**src/rtl/add_pkg.sv**
```systemverilog
// Shared opcode encoding for the pipelined adder/subtractor.
package add_pkg;
  localparam logic OP_ADD = 1'b0;
  localparam logic OP_SUB = 1'b1;
endpackage

```
**src/rtl/add_slice.sv**
```systemverilog
// One SL-bit slice of the pipelined adder: registered sum and carry-out,
// updated only when the global advance enable is high.
module add_slice #(
  parameter int SL = 4
) (
  input  logic          clk,
  input  logic          rst_n,
  input  logic          en,
  input  logic [SL-1:0] a,
  input  logic [SL-1:0] b,
  input  logic          ci,
  output logic [SL-1:0] s,
  output logic          co
);
  logic [SL:0]   sum_d;
  logic [SL-1:0] s_q;
  logic          co_q;

  assign sum_d = {1'b0, a} + {1'b0, b} + {{SL{1'b0}}, ci};

  always_ff @(posedge clk or negedge rst_n) begin
    if (!rst_n) begin
      s_q  <= '0;
      co_q <= 1'b0;
    end else if (en) begin
      s_q  <= sum_d[SL-1:0];
      co_q <= sum_d[SL];
    end
  end

  assign s  = s_q;
  assign co = co_q;
endmodule

```
**src/rtl/pipe_adder.sv**
```systemverilog
// Pipelined WIDTH-bit adder/subtractor: STAGES slices with registered carries,
// operand skew and result de-skew registers, and one global stall enable.
module pipe_adder
  import add_pkg::*;
#(
  parameter int WIDTH  = 8,
  parameter int STAGES = 2
) (
  input  logic             clk,
  input  logic             rst_n,
  input  logic             in_valid,
  output logic             in_ready,
  input  logic [WIDTH-1:0] a,
  input  logic [WIDTH-1:0] b,
  input  logic             cin,
  input  logic             op,
  output logic             out_valid,
  input  logic             out_ready,
  output logic [WIDTH-1:0] sum,
  output logic             cout,
  output logic             ovf
);
  localparam int SL = WIDTH / STAGES;

  logic             adv;
  logic [WIDTH-1:0] bp;
  logic             a_msb_q;
  logic             bp_msb_q;

  assign adv      = !out_valid || out_ready;
  assign in_ready = adv;
  assign bp       = (op == OP_SUB) ? ~b : b;

  for (genvar gi = 0; gi < STAGES; gi++) begin : stg
    // a_in/b_in hold the operand bits from slice gi upward as seen by this stage
    localparam int IW = WIDTH - gi * SL;
    logic [IW-1:0]         a_in;
    logic [IW-1:0]         b_in;
    logic                  ci;
    logic                  vin;
    logic                  vld_q;
    logic [SL-1:0]         s;
    logic                  co;
    logic [(gi+1)*SL-1:0]  acc;

    if (gi == 0) begin : g_head
      assign a_in = a;
      assign b_in = bp;
      assign ci   = cin;
      assign vin  = in_valid;
      assign acc  = s;
    end else begin : g_tail
      logic [gi*SL-1:0] lo_q;
      assign a_in = stg[gi-1].g_fwd.a_fwd_q;
      assign b_in = stg[gi-1].g_fwd.b_fwd_q;
      assign ci   = stg[gi-1].co;
      assign vin  = stg[gi-1].vld_q;
      assign acc  = {s, lo_q};
      always_ff @(posedge clk or negedge rst_n) begin
        if (!rst_n)   lo_q <= '0;
        else if (adv) lo_q <= stg[gi-1].acc;
      end
    end

    if (gi < STAGES - 1) begin : g_fwd
      logic [IW-SL-1:0] a_fwd_q;
      logic [IW-SL-1:0] b_fwd_q;
      always_ff @(posedge clk or negedge rst_n) begin
        if (!rst_n) begin
          a_fwd_q <= '0;
          b_fwd_q <= '0;
        end else if (adv) begin
          a_fwd_q <= a_in[IW-1:SL];
          b_fwd_q <= b_in[IW-1:SL];
        end
      end
    end

    always_ff @(posedge clk or negedge rst_n) begin
      if (!rst_n)   vld_q <= 1'b0;
      else if (adv) vld_q <= vin;
    end

    add_slice #(.SL(SL)) u_slice (
      .clk  (clk),
      .rst_n(rst_n),
      .en   (adv),
      .a    (a_in[SL-1:0]),
      .b    (b_in[SL-1:0]),
      .ci   (ci),
      .s    (s),
      .co   (co)
    );
  end

  // Operand sign bits travel alongside the top slice so ovf comes from registers only
  always_ff @(posedge clk or negedge rst_n) begin
    if (!rst_n) begin
      a_msb_q  <= 1'b0;
      bp_msb_q <= 1'b0;
    end else if (adv) begin
      a_msb_q  <= stg[STAGES-1].a_in[SL-1];
      bp_msb_q <= stg[STAGES-1].b_in[SL-1];
    end
  end

  assign out_valid = stg[STAGES-1].vld_q;
  assign sum       = stg[STAGES-1].acc;
  assign cout      = stg[STAGES-1].co;
  assign ovf       = (a_msb_q == bp_msb_q) && (sum[WIDTH-1] != a_msb_q);
endmodule

```
**config.mk**
```make
export PLATFORM = sky130hd
export DESIGN_NAME = pipe_adder
export DESIGN_NICKNAME = d
export VERILOG_FILES = /design/src/rtl/add_pkg.sv /design/src/rtl/add_slice.sv /design/src/rtl/pipe_adder.sv
export SDC_FILE = /design/constraint.sdc
export NUM_CORES = 1
export LEC_CHECK = 0
export BUFFER_PORTS_ARGS = -buffer_cell sky130_fd_sc_hd__buf_2
export CAP_MARGIN = 40
export CORE_UTILIZATION = 54
export CTS_BUF_LIST = sky130_fd_sc_hd__clkbuf_4
export DETAILED_ROUTE_END_ITERATION = 6
export MAX_ROUTING_LAYER = met4
export PLACE_DENSITY = 0.81
export SKIP_CTS_REPAIR_TIMING = 1
export SLEW_MARGIN = 20
export SYNTH_ARGS = -nofsm -noshare
export SYNTH_HDL_FRONTEND = slang
export SYNTH_SLANG_ARGS = --single-unit
```
**constraint.sdc**
```tcl
create_clock -name clk -period 1.8 [get_ports clk]
set_clock_uncertainty 0.15 [all_clocks]
set_input_delay 0.09 -clock clk [delete_from_list [all_inputs] [get_ports clk]]
set_output_delay 0.09 -clock clk [all_outputs]
set_load 0.05 [all_outputs]
```
**After elaboration in Yosys (flattened, before gate mapping)**

Cells that the tools add are included.

- Register bits: 26
- Latch bits: 0
- RAM bits: 0
- ROM bits: 0
- Word-level logic and storage cells: 22
- Memories kept: 0

- $add $sub $neg: 4
- Multipliers: 0
- Divide/modulo/power cells: 0
- $lt $le $gt $ge: 0
- Equality and inequality tests: 2
- Shift operators: 0
- Muxes and demuxes: 1
- Bitwise operators: 1
- Reduce and logical (&&, ||, !) cells: 3

Operators with widths:

| cell | number |
|---|---|
| 4-bit by 4-bit adder with 5-bit output | 2 |
| 5-bit by 1-bit adder with 5-bit output | 2 |
| 8-bit 2-to-1 mux | 1 |
| 8-bit NOT | 1 |
| 1-bit == test | 1 |
| 1-bit logical AND | 1 |
| 1-bit zero test | 1 |
| 1-bit logical OR | 1 |
| 1-bit != test | 1 |

**Depth between registers and ports, before layout**

Gate-level depths: netlist (run 1).

- Word-level depth: 4
- Depth in mapped cells: 8

**Cells and area by module**

A second synthesis (run 1) with hierarchy kept.

- Cell total of the unflattened synthesis: 111
- Area total of the unflattened synthesis: 1446.4 um2

By module, submodules not included:

| module | times used | cells each | area each (um2) | seq. area each (um2) |
|---|---|---|---|---|
| pipe_adder | 1 | 47 | 742.0 | 400.4 |
| add_slice (stg[1].u_slice) | 1 | 32 | 352.8 | 125.1 |
| add_slice (stg[0].u_slice) | 1 | 32 | 351.6 | 125.1 |

**Least setup slack after synthesis (run 1)**

No wires, ideal clock.

- Path type: register to output
- Start point: register stg[1].u_slice.s_q[3]
- End point: output ovf
- Arrival time: 1.746 ns
- Data required time: 1.560 ns
- Slack: -0.186 ns
- Cell stages (with the launch flop): 2
- Buffers on the path: 0
- Cell sequence: dfrtp_1 o21ai_0

- Longest elaborated chain between the ends: 2

Ends and longest elaborated chain:

| what | line | RTL |
|---|---|---|
| start, declared | add_slice.sv:16 | `logic [SL-1:0] s_q;` |
| start signal, assigned | add_slice.sv:26 | `s_q <= sum_d[SL-1:0];` |
| 1-bit != test | pipe_adder.sv:110 | `assign ovf = (a_msb_q == bp_msb_q) && (sum[WIDTH-1] != a_msb_q);` |
| 1-bit logical AND | pipe_adder.sv:110 |  |
| end, declared | pipe_adder.sv:21 | `output logic ovf` |

No other way between the ends.

**Worst setup path in the final report (run 1)**

- Start point: register stg[0].u_slice.co_q
- End point: register stg[1].u_slice.s_q[3]

- Longest elaborated chain between the ends: 1

Ends and longest elaborated chain:

| what | line | RTL |
|---|---|---|
| start, declared | add_slice.sv:17 | `logic co_q;` |
| start signal, assigned | add_slice.sv:27 | `co_q <= sum_d[SL];` |
| 5-bit by 1-bit adder with 5-bit output | add_slice.sv:19 | `assign sum_d = {1'b0, a} + {1'b0, b} + {{SL{1'b0}}, ci};` |

No other way between the ends.
A chain may end at the register's enable or synchronous reset.

==> impl_metrics.toml, run 1 <==
[detailed_routing]
drtAntennaViolNets = 0
detailroute.via_count = 1027
drtIter0Drc = 11
drc = 0
avgRoutedWirePerCell_um = 11.06
wirelength_um = 2333
vias_per_cell = 4.867
dr.pass1.iters = 4

[logic_synthesis]
synth_area_per_cell_um2 = 9.509
synth_cells = 140
ys_ff_latch = 26
synth_top_area_share_pct = 48.87
ys_seq_area_share_pct = 48.87
synth_fp_nets = 172
yosysTopAreaCell = "dfrtp_1"
yosysWarnings = 0
netlist_area_mm2 = 0.001331
synthTopCellsByArea = "dfrtp_1, nand2_1, fa_1"
ys_types = 20

[cells_and_area]
final_area_mm2 = 0.001630
finalNonFillerCells = 211
post-route-util_pct = 71.63
fin_nets = 217
diodes = 0
drive_gt1_share_pct = 22.95
syn_to_final_growth_pct = 22.46
num-fill-cells = 188

[clock_network]
cts-buffers-inserted = 3
htreeDepth = 1
cts_tree = "built"
cts-root-buf = "clkbuf_4"
clockBufferDepth = 2
clk_pin_slew_worst_paths_ns = 0.13
clk_latency_ns = 0.31
clock-sinks = 26

[worst_setup_path]
critical_path_buf_inv_count = 0
critPathRequiredTime_ns = 1.84
worstPathMaxFanout = 2
critPathMaxStageDelay_ns = 0.45
crit_path_end_kind = "flip-flop"
cp-start-kind = "flip-flop"
cp-startpoint = "stg[0].u_slice.co"
cp_top_family = "adder cells"
worstPathArrival_ns = 1.77
cp_slowest_cell = "fa_1"
path_class = "flip-flop to flip-flop"
reg2reg_from = "stg[0].u_slice.co"
worstPathCellList = "fa_1 -> a21o_1 -> a21oi_1 -> xor2_1 -> o21ai_0"
r2r_setup_slack_ns = 0.08

[placed_design]
io_buffers = 33
place_inst = 197
place_area_mm2 = 0.001498
dp_hpwl_um = 1710
pre_cts_slack_ns = 0.02621
place_congestion = 0.7113

[job]
drv_cap = 0

[timing]
period_needed_ns = 1.724
fin_tns_setup_ns = 0
setup_ws_ns = 0.07572
finalCritPeriodShare_pct = 95.79
fmax_mhz = 580.0
maxSlewViolCount = 0
hold_ws_ns = 0.02928
worst_pin_slew_ns = 0.5622
final_hold_viol_count = 0
maxSlewHeadroom_pct = 62.52
setup_violations = 0

[floorplanning]
row_count = 17
fp.dieArea_mm2 = 0.002668
die_w_um = 51.65
dieHeight_um = 51.65
coreArea_mm2 = 0.002276
io_pins = 34
initial_utilization_pct = 58.49

[pwr]
clkPwrFrac_pct = 12.5
p_seq_share_pct = 43.4
power_frac_comb_pct = 44.1
p_total_mw = 1.878
sw_frac_of_total_pct = 43.41
p_leak_nw = 0.8509
p_switching_uw = 815.3
power.density_mw_per_mm2 = 1152
irDropWorstVdd_uv = 790.3
p_int_mw = 1.063

[global_route]
grt_start_max_net_pins = 27
grtUsageTotal_pct = 19.94
antenna_found_initial = 0
grt_pass1_wl_um = 3795
grt_pass1_vias = 927
grt_overflow = 0

[hold_path]
hold_start = "a[3]"
hold_path_class = "primary input to flip-flop"

[run_status]
outcome = "complete, no violations"
## cell families after synthesis
family	after synthesis	synth area share (%)
buffers and inverters	14	5.921
AO/OA/AOI/OAI	22	9.586
adder cells (fa/ha/maj)	10	11.65
flip-flops	26	48.87
AND/OR/NAND/NOR	58	17.39
XOR/XNOR	10	6.579
## placed cells by master (no fill, tap or decap)
master / netlist / layout
a21oi_1: 6 / 6
nand2_1: 47 / 47
nor3_1: 1 / 1
clkbuf_4: 0 / 3
o31ai_2: 1 / 1
o21a_1: 2 / 2
xor2_1: 5 / 5
fa_1: 4 / 4
nand2b_1: 1 / 1
inv_1: 7 / 7
nor2b_1: 2 / 2
xnor2_1: 5 / 5
nor2b_2: 1 / 1
dfrtp_1: 26 / 26
a21o_1: 2 / 2
o21ai_1: 0 / 2
inv_4: 0 / 1
buf_2: 3 / 33
buf_4: 0 / 3
o21ai_0: 11 / 9
nor2_1: 6 / 6
ha_1: 6 / 6
dlygate4sd3_1: 0 / 10
## cell type report
type	count	area, um^2	share of cell area (%)
clock buffers	3	22.52	1.381
inverters	8	32.53	1.995
flip-flops and latches	26	650.6	39.91
well taps	28	35.03	2.149
repair buffers	46	287.8	17.65
multi-input cells	100	601.8	36.91
## metal layers
layer | vias up | share of wire, % | track usage, %
met5 | - | 0 | -
met3 | 2 | 3.1 | 1.754
met1 | 473 | 45 | 25.05
met2 | 24 | 50 | 32.68
met4 | 0 | 1.2 | 9.459
li1 | 528 | - | -
## synthesized netlist by cell type, drive strengths merged
| cell | n |
|---|---|
| xnor2 | 5 |
| nor2b | 3 |
| dfrtp | 26 |
| nand2b | 1 |
| fa | 4 |
| o21a | 2 |
| nor2 | 6 |
| xor2 | 5 |
| nand2 | 47 |
| ha | 6 |
| o31ai | 1 |
| buf | 6 |
| nor3 | 1 |
| o21ai | 11 |
| a21oi | 6 |
| a21o | 2 |
| inv | 8 |
## path summary, 6_finish.rpt
check / endpoint / cells after the start
hold / removal: stg[0].u_slice.co / 4
hold reg to reg: stg[1].g_tail.lo_q[0] / 2
max in group asynchronous: stg[0].g_fwd.a_fwd_q[3] / 2
setup / recovery: stg[1].u_slice.s[3] / 5
min in group asynchronous: bp_msb_q / 2
setup reg to reg: stg[1].u_slice.s[3] / 5
## worst register-to-register path: stages, from the launching register on
cell,delay (ns)
dfrtp_1,0.43
fa_1,0.45
a21o_1,0.19
a21oi_1,0.17
xor2_1,0.14
o21ai_0,0.08
## sequential cells by signal (all words and copies together), names as in the netlist
| register | count |
|---|---|
| stg.u_slice.co | 2 |
| stg.g_fwd.b_fwd_q | 4 |
| stg.u_slice.s | 8 |
| stg.g_tail.lo_q | 4 |
| out_valid | 1 |
| a_msb_q | 1 |
| bp_msb_q | 1 |
| stg.g_fwd.a_fwd_q | 4 |
| stg.vld_q | 1 |
## power by group through the flow
stage	Sequential [mW]	Clock, mW	Combinational [mW]
6_report	0.815	0.234	0.829
3_5_place_dp	0.830	0	0.810
4_1_cts	0.816	0.245	0.811
2_1_floorplan	1.11	0	0.347
5_1_grt	0.831	0.267	0.910
3_3_place_gp	0.822	0	0.792
Power figures use the tool's default switching activity.
==> run 2, diff against run 1 <==
--- a/config.mk
+++ b/config.mk
@@ -7,11 +7,13 @@
 export LEC_CHECK = 0
 export BUFFER_PORTS_ARGS = -buffer_cell sky130_fd_sc_hd__buf_2
 export CAP_MARGIN = 40
+export CORE_ASPECT_RATIO = 1.5
 export CORE_UTILIZATION = 54
 export CTS_BUF_LIST = sky130_fd_sc_hd__clkbuf_4
 export DETAILED_ROUTE_END_ITERATION = 6
 export MAX_ROUTING_LAYER = met4
 export PLACE_DENSITY = 0.81
+export SETUP_SLACK_MARGIN = 0.2
 export SKIP_CTS_REPAIR_TIMING = 1
 export SLEW_MARGIN = 20
 export SYNTH_ARGS = -nofsm -noshare
==> run 2 against run 1 <==
Final cell count shrank 2.8%. Flip-flop and latch count is the same. Critical path type unchanged. Design area grew 1.3%. First-iteration DRC count grew 100%. Register-to-register slack gained 0.07 ns. Power grew 2.5%. Clock power grew 3%. Highest routed layer unchanged. Global-route usage grew 1.3 points.
==> impl_metrics.toml, run 2 (synthesized netlist as in run 1, its figures left out) <==
[worst_setup_path]
cp-startpoint = "stg[0].g_fwd.b_fwd_q[0]"
cp_slowest_cell = "fa_2"
path_common_cell = "fa_2"
worstPathArrival_ns = 1.77
reg2reg_from = "stg[0].g_fwd.b_fwd_q[0]"
endpoint = "stg[1].u_slice.s[1]"
path_class = "flip-flop to flip-flop"
cp-start-kind = "flip-flop"
worstPathCellList = "fa_2 -> inv_2 -> fa_2 -> a21oi_2"
r2r_end = "stg[1].u_slice.s[1]"
worstPathMaxFanout = 2
critPathRequiredTime_ns = 1.92
crit_path_end_kind = "flip-flop"
r2r_cells = 4
critPathMaxStageDelay_ns = 0.43
r2r_setup_slack_ns = 0.15

[global_route]
grt_pass1_vias = 1050
antenna_found_initial = 0
grt_start_max_net_pins = 27
grtUsageTotal_pct = 21.28
grt_overflow = 0
grt_pass1_wl_um = 4305

[timing]
maxSlewHeadroom_pct = 62.73
grt_setup_unrepaired = "true"
worst_pin_slew_ns = 0.5590
setup_ws_ns = 0.1463
period_needed_ns = 1.654
fin_tns_setup_ns = 0
finalCritPeriodShare_pct = 91.87
hold_ws_ns = 0.05010
fmax_mhz = 604.7
final_hold_viol_count = 0
maxSlewViolCount = 0
setup_violations = 0

[floorplanning]
fp.dieArea_mm2 = 0.002672
coreArea_mm2 = 0.002286
dieHeight_um = 62.81
initial_utilization_pct = 58.24
io_pins = 34
die_w_um = 42.54
row_count = 21

[clock_network]
cts_tree = "built"
clk_latency_ns = 0.32
clk_pin_slew_worst_paths_ns = 0.13
cts-root-buf = "clkbuf_4"
clockBufferDepth = 2
htreeDepth = 1
clock-sinks = 26
cts-buffers-inserted = 3

[job]
drv_cap = 0

[detailed_routing]
vias_per_cell = 5.239
drc = 0
drtAntennaViolNets = 0
avgRoutedWirePerCell_um = 12.16
wirelength_um = 2492
detailroute.via_count = 1074
dr.pass1.iters = 4
drtIter0Drc = 22

[placed_design]
io_buffers = 33
dp_hpwl_um = 1824
place_area_mm2 = 0.001518
pre_cts_slack_ns = 0.08159
place_congestion = 0.8310

[cells_and_area]
drive_gt1_share_pct = 27.47
fin_nets = 216
largest_reg_flops = 8
layout_commonest_cell = "nand2_1"
post-route-util_pct = 72.25
syn_to_final_growth_pct = 24.06
final_cell_mix = "nand2_1, buf_2, dfrtp_1"
final_area_mm2 = 0.001652
diodes = 0

[run_status]
outcome = "complete, no violations"

[hold_path]
hold_path_class = "primary input to flip-flop"
hold_path_depth = 4

[pwr]
power.density_mw_per_mm2 = 1165
p_leak_nw = 0.8510
irDropWorstVdd_uv = 631.2
==> run 2: where the power goes <==
group	internal (mW)	switching, mW
clock network	0.0785	0.163
registers	0.731	0.0889
logic	0.267	0.596
==> run 2: through the flow <==
step | cells | total power [mW]
6_report | 205 | 1.924
5_1_grt | 205 | 2.055
4_1_cts | 195 | 1.905
3_5_place_dp | 192 | 1.667
3_3_place_gp | 192 | 1.627
2_1_floorplan | 140 | 1.466
==> run 2: how the worst min path moves through the flow <==
stage          startpoint             endpoint  slack (ns)
4_1_cts             rst_n    stg[1].u_slice.co       -0.40
3_3_place_gp        rst_n    stg[1].u_slice.co       -0.05
6_report        out_ready  stg[1].u_slice.s[1]        0.05
3_5_place_dp        rst_n    stg[1].u_slice.co       -0.03
2_1_floorplan       rst_n              a_msb_q       -0.36
5_1_grt               cin  stg[0].u_slice.s[0]        0.06
==> run 2: layer usage <==
layer	vias to the layer above	global-route usage (%)	share of wire, %
met5	-	-	0
met4	0	8.203	1.8
met3	7	2.601	3.1
met2	29	37.69	54
met1	512	23.78	41
li1	526	-	-
==> run 2: layout make-up <==
cell class / count / area, um^2
multi-input combinational: 100 / 634.4
sequential: 26 / 650.6
timing repair buffer: 45 / 282.8
clock buffer: 3 / 22.52
fill: 186 / 634.4
inverter: 8 / 32.53
tap: 23 / 28.78
==> run 2: critical path: cells and delay by family (launching register included) <==
family,cells,cell delay (ns)
compound gates,1,0.12
fa+ha+maj,2,0.83
buf+inv,1,0.07
flops,1,0.42
==> run 3, diff against run 2 <==
--- a/config.mk
+++ b/config.mk
@@ -13,6 +13,7 @@
 export DETAILED_ROUTE_END_ITERATION = 6
 export MAX_ROUTING_LAYER = met4
 export PLACE_DENSITY = 0.81
+export RECOVER_POWER = 25
 export SETUP_SLACK_MARGIN = 0.2
 export SKIP_CTS_REPAIR_TIMING = 1
 export SLEW_MARGIN = 20
==> run 3 against run 2 <==
Hold slack is the same. Core utilization stayed put. Sequential share of layout area stayed put. Clock power is essentially flat. Die area is the same. Fmax unchanged. Via count unchanged. Register-to-register slack about the same. Largest power group unchanged. Flip-flop and latch count stayed put.
==> impl_metrics.toml, run 3 (synthesized netlist as in run 1, its figures left out) <==
[timing]
finalCritPeriodShare_pct = 91.87
maxSlewHeadroom_pct = 58.51
period_needed_ns = 1.654
worst_pin_slew_ns = 0.6223
fin_tns_setup_ns = 0
final_hold_viol_count = 0
grt_setup_unrepaired = "true"
maxSlewViolCount = 0
setup_violations = 0
fmax_mhz = 604.7

[worst_setup_path]
critical_path_buf_inv_count = 1
r2r_cells = 4
worstPathCellList = "fa_2 -> inv_2 -> fa_2 -> a21oi_2"
r2r_setup_slack_ns = 0.15
cp-start-kind = "flip-flop"
path_class = "flip-flop to flip-flop"
path_common_cell = "fa_2"
critPathMaxStageDelay_ns = 0.43
r2r_end = "stg[1].u_slice.s[1]"
critPathRequiredTime_ns = 1.92
crit_path_end_kind = "flip-flop"
reg2reg_from = "stg[0].g_fwd.b_fwd_q[0]"
worstPathMaxFanout = 2
cp_slowest_cell = "fa_2"
worstPathArrival_ns = 1.77
cp_top_family = "adder cells"

[cells_and_area]
num-fill-cells = 186
post-route-util_pct = 72.25
diodes = 0
final_cell_mix = "nand2_1, buf_2, dfrtp_1"
syn_to_final_growth_pct = 24.06
fin_nets = 216
drive_gt1_share_pct = 27.47
largest_reg_flops = 8
layout_commonest_cell = "nand2_1"

[detailed_routing]
avgRoutedWirePerCell_um = 12.15
drtIter0Drc = 22
detailroute.via_count = 1074
vias_per_cell = 5.239
drtAntennaViolNets = 0
drc = 0
wirelength_um = 2491
dr.pass1.iters = 4

[floorplanning]
initial_utilization_pct = 58.24
dieHeight_um = 62.81
die_w_um = 42.54
fp.dieArea_mm2 = 0.002672
coreArea_mm2 = 0.002286
io_pins = 34
row_count = 21

[clock_network]
clk_latency_ns = 0.32
clk_pin_slew_worst_paths_ns = 0.13
cts_tree = "built"
clockBufferDepth = 2
htreeDepth = 1
cts-buffers-inserted = 3
cts-root-buf = "clkbuf_4"
clock-sinks = 26

[hold_path]
hold_start = "out_ready"
hold_path_class = "primary input to flip-flop"
holdPathEnd = "stg[1].u_slice.s[1]"
hold_path_depth = 4

[run_status]
outcome = "complete, no violations"

[global_route]
grt_overflow = 0
grt_start_max_net_pins = 27
grtUsageTotal_pct = 21.28
grt_pass1_wl_um = 4305
antenna_found_initial = 0
grt_pass1_vias = 1050

[pwr]
clkPwrFrac_pct = 12.5
irDropWorstVdd_uv = 631.2
power_frac_comb_pct = 44.9
p_seq_share_pct = 42.6
sw_frac_of_total_pct = 44.04
power.density_mw_per_mm2 = 1165
p_switching_uw = 847.4
p_leak_nw = 0.8512
p_int_mw = 1.077

[placed_design]
dp_hpwl_um = 1824
place_congestion = 0.8310
io_buffers = 33

[job]
drv_cap = 0
-- run 3: cell count changes in the layout (fill, tap and decap cells not counted), sizes merged --
| cell | before | now |
|---|---|---|
| buf | 34 | 33 |
| clkbuf | 4 | 5 |
-- run 3: per-layer routing --
layer / share of wire [%] / vias up / GRT usage, %
met5: 0 / - / -
met4: 1.8 / 0 / 8.203
met3: 3.1 / 7 / 2.601
met2: 54 / 29 / 37.69
met1: 41 / 512 / 23.78
li1: - / 526 / -
-- run 3: worst max-delay path by stage --
stage                           to  cells after the start                    start
2_1_floorplan                  ovf                      1      stg[1].u_slice.s[3]
3_3_place_gp     stg[0].u_slice.co                      8                       op
3_5_place_dp     stg[0].u_slice.co                      8                       op
4_1_cts                   in_ready                      3                out_valid
5_1_grt        stg[1].u_slice.s[2]                      6  stg[0].g_fwd.b_fwd_q[0]
6_report       stg[1].u_slice.s[1]                      4  stg[0].g_fwd.b_fwd_q[0]
-- run 3: metrics by stage --
step | setup slack (ns) | hold WS, ns | instances | area, um^2 | power [mW]
6_report | 0.1463 | 0.05010 | 205 | 1652 | 1.924
5_1_grt | 0.09357 | 0.06439 | 205 | 1652 | 2.055
4_1_cts | 0.03100 | -0.3981 | 195 | 1540 | 1.905
3_5_place_dp | 0.08159 | -0.03417 | 192 | 1518 | 1.667
3_3_place_gp | 0.1363 | -0.04742 | 192 | 1518 | 1.627
2_1_floorplan | 0.1954 | -0.3556 | 140 | 1364 | 1.466
-- run 3: worst reg2reg max path, cell delays in order, from the launching register on --
cell	delay [ns]
dfrtp_1	0.42
fa_2	0.40
inv_2	0.07
fa_2	0.43
a21oi_2	0.12
-- run 3: cell type report --
cell class,instances,area (um^2),area share (%)
clock buffer,3,22.52,1.364
inverter,8,32.53,1.970
multi-input combinational,100,634.4,38.41
sequential,26,650.6,39.39
tap,23,28.78,1.742
timing repair buffer,45,282.8,17.12
-- run 3: power by group through the flow --
stage	combinational (mW)	sequential, mW	clock [mW]
2_1_floorplan	0.360	1.11	0
3_3_place_gp	0.805	0.822	0
3_5_place_dp	0.832	0.834	0
4_1_cts	0.834	0.820	0.251
5_1_grt	0.935	0.842	0.277
6_report	0.863	0.820	0.241
